`config.mk`:
```
export PLATFORM = sky130hd
export DESIGN_NAME = ccff_stream_loader
export DESIGN_NICKNAME = d
export VERILOG_FILES = /design/src/rtl/ccff_loader_pkg.sv /design/src/rtl/ccff_word_serializer.sv /design/src/rtl/ccff_stream_loader.sv
export SDC_FILE = /design/constraint.sdc
export NUM_CORES = 1
export LEC_CHECK = 0
export CORE_UTILIZATION = 50
export CTS_BUF_LIST = sky130_fd_sc_hd__clkbuf_8 sky130_fd_sc_hd__clkbuf_16
export CTS_CLUSTER_DIAMETER = 200
export DETAILED_ROUTE_END_ITERATION = 7
export PLACE_DENSITY = 0.73
export SLEW_MARGIN = 20
export SYNTH_ARGS = -nofsm -noshare
export SYNTH_HDL_FRONTEND = slang
export SYNTH_SLANG_ARGS = --single-unit
```
`constraint.sdc`:
```
create_clock -name prog_clk -period 3.7 [get_ports prog_clk]
set_input_delay 0.925 -clock prog_clk [delete_from_list [all_inputs] [get_ports prog_clk]]
set_output_delay 0.925 -clock prog_clk [all_outputs]
set_load 0.05 [all_outputs]
```
`src/rtl/ccff_loader_pkg.sv`:
```
// rtl/ccff_loader_pkg.sv - shared state type and CRC helpers for the configuration chain loader
package ccff_loader_pkg;

  typedef enum logic [1:0] {IDLE, SHIFT, HOLD} state_t;

  localparam logic [15:0] CRC16_POLY = 16'h1021;
  localparam logic [15:0] CRC16_INIT = 16'hFFFF;

  function automatic logic [15:0] crc16_step(input logic [15:0] crc, input logic din);
    logic fb;
    fb = crc[15] ^ din;
    return {crc[14:0], 1'b0} ^ (fb ? CRC16_POLY : 16'h0000);
  endfunction

endpackage

```
`src/rtl/ccff_word_serializer.sv`:
```
// rtl/ccff_word_serializer.sv - word shift register with one-entry skid buffer and s_ready generation
module ccff_word_serializer #(
  parameter int WORD_W = 32,
  parameter int LEN_W  = 20
) (
  input  logic              clk,
  input  logic              resetn,
  input  logic              flush,
  input  logic              active,
  input  logic              shift,
  input  logic [LEN_W-1:0]  need,
  input  logic [WORD_W-1:0] s_data,
  input  logic              s_valid,
  output logic              s_ready,
  output logic              msb,
  output logic              has_bits
);

  localparam int CNT_W = $clog2(WORD_W + 1);
  localparam int BUF_W = $clog2(2 * WORD_W + 1);

  logic [WORD_W-1:0] sreg;
  logic [WORD_W-1:0] skid;
  logic [CNT_W-1:0]  scnt;
  logic              skid_full;
  logic [BUF_W-1:0]  buffered;
  logic              accept;
  logic              drain;

  // Stop accepting once the bits already held cover what is left of the load.
  assign buffered = BUF_W'(scnt) + (skid_full ? BUF_W'(WORD_W) : BUF_W'(0));
  assign s_ready  = active && !skid_full && (32'(buffered) < 32'(need));
  assign accept   = s_valid && s_ready;
  assign drain    = (scnt == '0) || (shift && (scnt == CNT_W'(1)));
  assign msb      = sreg[WORD_W-1];
  assign has_bits = (scnt != '0);

  always_ff @(posedge clk) begin
    if (!resetn || flush) begin
      sreg      <= '0;
      skid      <= '0;
      scnt      <= '0;
      skid_full <= 1'b0;
    end else begin
      if (shift) begin
        sreg <= sreg << 1;
        scnt <= scnt - CNT_W'(1);
      end
      // Refill on the same edge the last bit leaves so back-to-back words do not bubble.
      if (drain) begin
        if (skid_full) begin
          sreg      <= skid;
          scnt      <= CNT_W'(WORD_W);
          skid_full <= 1'b0;
        end else if (accept) begin
          sreg <= s_data;
          scnt <= CNT_W'(WORD_W);
        end
      end else if (accept) begin
        skid      <= s_data;
        skid_full <= 1'b1;
      end
    end
  end

endmodule

```
`src/rtl/ccff_stream_loader.sv`:
```
// rtl/ccff_stream_loader.sv - configuration chain loader: FSM, bit budget, isolation hold
// Optional tail readback signature enabled by CCFF_READBACK_CRC_EN.
module ccff_stream_loader
  import ccff_loader_pkg::*;
#(
  parameter int WORD_W    = 32,
  parameter int LEN_W     = 20,
  parameter int ISOL_HOLD = 8
) (
  input  logic              prog_clk,
  input  logic              pReset_N,
  input  logic              cfg_start,
  input  logic [LEN_W-1:0]  cfg_len,
  input  logic              cfg_abort,
  input  logic [WORD_W-1:0] s_data,
  input  logic              s_valid,
  output logic              s_ready,
  output logic              ccff_head,
  output logic              ccff_shift_en,
  input  logic              ccff_tail,
  output logic              IO_ISOL_N,
`ifdef CCFF_READBACK_CRC_EN
  output logic [15:0]       tail_crc,
`endif
  output logic              busy,
  output logic              done,
  output logic              err
);

  localparam int HOLD_W = (ISOL_HOLD > 1) ? $clog2(ISOL_HOLD) : 1;

  state_t            state;
  state_t            state_d;
  logic [LEN_W-1:0]  remaining;
  logic [HOLD_W-1:0] hold_cnt;
  logic              shift;
  logic              has_bits;
  logic              msb;
  logic              hold_last;
  logic              start_ok;
  logic              abort_ok;
  logic              flush;

  assign start_ok  = (state == IDLE) && cfg_start && (cfg_len != '0);
  assign abort_ok  = (state != IDLE) && cfg_abort;
  // Abort wins over a final bit arriving on the same edge.
  assign shift     = (state == SHIFT) && !cfg_abort && has_bits && (remaining != '0);
  assign hold_last = (hold_cnt == HOLD_W'(ISOL_HOLD - 1));
  assign flush     = (state != SHIFT) || cfg_abort;
  assign busy      = (state != IDLE);

  ccff_word_serializer #(
    .WORD_W (WORD_W),
    .LEN_W  (LEN_W)
  ) u_ser (
    .clk      (prog_clk),
    .resetn   (pReset_N),
    .flush    (flush),
    .active   (state == SHIFT),
    .shift    (shift),
    .need     (remaining),
    .s_data   (s_data),
    .s_valid  (s_valid),
    .s_ready  (s_ready),
    .msb      (msb),
    .has_bits (has_bits)
  );

  always_comb begin
    state_d = state;
    unique case (state)
      IDLE:    if (start_ok) state_d = SHIFT;
      SHIFT:   if (cfg_abort) state_d = IDLE;
               else if (shift && (remaining == LEN_W'(1))) state_d = HOLD;
      HOLD:    if (cfg_abort || hold_last) state_d = IDLE;
      default: state_d = IDLE;
    endcase
  end

  always_ff @(posedge prog_clk) begin
    if (!pReset_N) begin
      state         <= IDLE;
      remaining     <= '0;
      hold_cnt      <= '0;
      ccff_head     <= 1'b0;
      ccff_shift_en <= 1'b0;
      IO_ISOL_N     <= 1'b0;
      done          <= 1'b0;
      err           <= 1'b0;
    end else begin
      state         <= state_d;
      ccff_shift_en <= shift;
      hold_cnt      <= (state == HOLD) ? hold_cnt + HOLD_W'(1) : '0;
      if (shift) begin
        ccff_head <= msb;
        remaining <= remaining - LEN_W'(1);
      end
      if (start_ok) begin
        remaining <= cfg_len;
        done      <= 1'b0;
        err       <= 1'b0;
        IO_ISOL_N <= 1'b0;
      end else if ((state == IDLE) && cfg_start) begin
        err <= 1'b1;
      end
      if (abort_ok) begin
        err  <= 1'b1;
        done <= 1'b0;
      end else if ((state == HOLD) && hold_last) begin
        done      <= 1'b1;
        IO_ISOL_N <= 1'b1;
      end
    end
  end

`ifdef CCFF_READBACK_CRC_EN
  always_ff @(posedge prog_clk) begin
    if (!pReset_N || start_ok) begin
      tail_crc <= CRC16_INIT;
    end else if (ccff_shift_en) begin
      tail_crc <= crc16_step(tail_crc, ccff_tail);
    end
  end
`else
  logic unused_tail;
  assign unused_tail = ccff_tail;
`endif

endmodule

```
==> impl_metrics.json <==
{
  "critPathCaptureType": "output port",
  "grt_pass1_vias": 4549,
  "synth_area_mm2": 0.00511,
  "gp_congestion": 0.854,
  "port_buffers": 63,
  "vias": 4801,
  "status": "finished, final reports clean",
  "drt_first_iter_violations": 195,
  "nets": 749,
  "finalHoldViolCount": 0,
  "rsz0062_at_grt": "no",
  "yosysUniqueCellTypes": 57,
  "numCtsBuffers": 9,
  "postSynthCellCount": 629,
  "clk_pin_slew_ps": 100,
  "hp-class": "flop to flop",
  "cap_violations": 0,
  "finalClockSkew_ps": 20.6,
  "overflow": 0,
  "hold_buffers": 0,
  "p_leak_uw": 0.00197,
  "required_ps": 2770,
  "post_drt_wl_per_cell_um": 15.3,
  "fillCellCount": 909,
  "slowest_delay_ps": 420,
  "ctsHtreeMaxLevel": 3,
  "initial_utilization_pct": 52.0,
  "post_cts_buffers": 0,
  "antenna_found_initial": 0,
  "flow.area_growth_from_synthesis_pct": 19.3,
  "slew_violations": 0,
  "cts_tree": "yes",
  "chipWidth_um": 103,
  "setup_violations": 0,
  "yosys.area.top_type_share_pct": 39.6,
  "diodes": 0,
  "avgSynthCellArea_um2": 8.12,
  "synth-seq-cells": 101,
  "io_pins": 65,
  "yosysSeqAreaShare_pct": 39.6,
  "critical_path_class": "flop to output port",
  "wl_mm": 12.5,
  "synth_flop_cell": "dfxtp_1",
  "cts-root-buf": "clkbuf_8",
  "place_ws_ps": 415,
  "post-route-drc-count": 0,
  "period_share_pct": 91.7,
  "tns_ps": 0,
  "fmax_mhz": 295,
  "worstSetupStartpointType": "flop",
  "grt_max_degree": 72,
  "crit_fanout": 4,
  "grt_pass1_wl_mm": 20.8,
  "synthArstFlopShare_pct": 0,
  "clkSinkCount": 101,
  "slowest_stage": "nor3_1",
  "vias_per_cell": 5.90,
  "layout-drive-gt1-share_pct": 7.34,
  "coreArea_mm2": 0.00982,
  "worst_slack_ps": 306,
  "die-height_um": 103,
  "clock_latency_ps": 370,
  "grt_usage_pct": 24.7,
  "syn_nets": 702,
  "ctsResizeCount": 0,
  "tightest_slew_ps": 1080,
  "powerDensity_mw_per_mm2": 371,
  "clk_path_buf_depth": 2,
  "yosysMostFrequentCell": "nand2_1",
  "die_area_mm2": 0.0106,
  "synth_edf_count": 0,
  "rows": 36,
  "synth_common_cells": "nand2_1, dfxtp_1, a21oi_1",
  "slew_headroom_pct": 28.1,
  "arrival_ps": 2470,
  "final.hold.worst_slack_ps": 440,
  "ir_drop_v": 0.000222,
  "dp_hpwl_mm": 8.43,
  "cp_cell_sequence": "inv_1 -> ha_1 -> a211o_1 -> a211oi_4 -> nor2_1 -> nor3_1 -> buf_12",
  "ant_nets": 0,
  "yosysTopAreaCell": "dfxtp_1",
  "yosysWarningCount": 0,
  "drt-pass1-iter-count": 4,
  "synth_area_leaders": "dfxtp_1, nand2_1, a2111oi_0",
  "final.min_clock_period_ps": 3390
}
-- cells by family (layout without fill, tap and decap cells) --
family | after synthesis | count (layout) | share of synthesized area, %
AOI/OAI and AO/OA | 169 | 169 | 24.3
xor gates and xnor gates | 9 | 9 | 1.54
adders and majority gates | 15 | 15 | 3.67
buffers and inverters | 58 | 110 | 5.27
DFF | 101 | 101 | 39.6
muxes | 1 | 1 | 0.196
and+or+nand+nor | 276 | 276 | 25.4
-- sequential cells by signal, summed over array words and instances, names as in the netlist --
signal	count
u_ser.skid_full	1
u_ser.skid	32
ccff_head	1
ccff_shift_en	1
IO_ISOL_N	1
remaining	20
err	1
u_ser.scnt	6
u_ser.sreg	32
state	2
hold_cnt	3
done	1
-- layout make-up --
class                   count  area (um^2)  share of cell area (%)
clock buffers               9          124                    2.03
clock inverters             7          103                    1.68
repair buffers             80          781                    12.8
flip-flops and latches    101         2020                    33.2
well taps                 133          166                    2.73
multi-input cells         470         2840                    46.7
inverters                  14         52.6                   0.863
-- through the flow --
stage / cell area [um^2] / util (%) / cells / total power [uW]
after floorplan: 5110 / - / 629 / 1350
after global placement: 5860 / 59.7 / 798 / 1470
after detailed placement: 5860 / 59.7 / 798 / 1480
after CTS: 6090 / 62.0 / 814 / 2270
after global routing: 6090 / 62.0 / 814 / 2350
final: 6090 / 62.0 / 814 / 2260
-- cell usage in the layout (no fill, tap or decap), drive strengths merged, types with 4 or more instances in the layout --
cell type / instances
o21ai: 13
nor3: 15
nand2: 146
inv: 17
and3: 5
nand3: 13
dfxtp: 101
ha: 15
a311oi: 31
nor2b: 32
xnor2: 7
nand4: 9
o211ai: 4
nor4: 14
and2: 5
clkdlybuf4s50: 62
a21o: 4
a211oi: 4
a2111oi: 32
clkbuf: 9
buf: 18
a31oi: 7
a22oi: 5
a21oi: 50
nor2: 24
-- worst max-delay path, delay by kind of cell (launching register included) --
kind	cells	cell delay [ps]
fa+ha+maj	1	300
flops	1	390
simple gates	2	490
buf+inv	2	310
compound gates	2	610
-- power breakdown --
part,switching [uW],total [uW],leakage (uW),internal (uW)
Combinational,183,328,0.00103,145
Sequential,24.6,1130,0.000818,1110
Clock,405,797,0.000117,392
-- path summary, 6_finish.rpt --
| kind | cells after the start | startpoint | slack, ps | to |
|---|---|---|---|---|
| setup reg to reg | 6 | remaining[16]$_SDFFE_PN0P_ | 930 | u_ser.skid[31]$_SDFFE_PP0P_ |
| hold / removal | 1 | hold_cnt[0]$_SDFF_PN0_ | 440 | hold_cnt[0]$_SDFF_PN0_ |
| hold reg to reg | 1 | hold_cnt[0]$_SDFF_PN0_ | 440 | hold_cnt[0]$_SDFF_PN0_ |
| setup / recovery | 7 | remaining[1]$_SDFFE_PN0P_ | 310 | s_ready |
-- layer usage --
metal	track usage (%)	up-vias	wire length, um
li1	-	2377	-
met1	31.0	2230	5440
met2	43.0	172	6060
met3	4.20	22	719
met4	8.34	0	240
met5	0	-	0
Note: power is estimated with default switching activity, not from simulation.
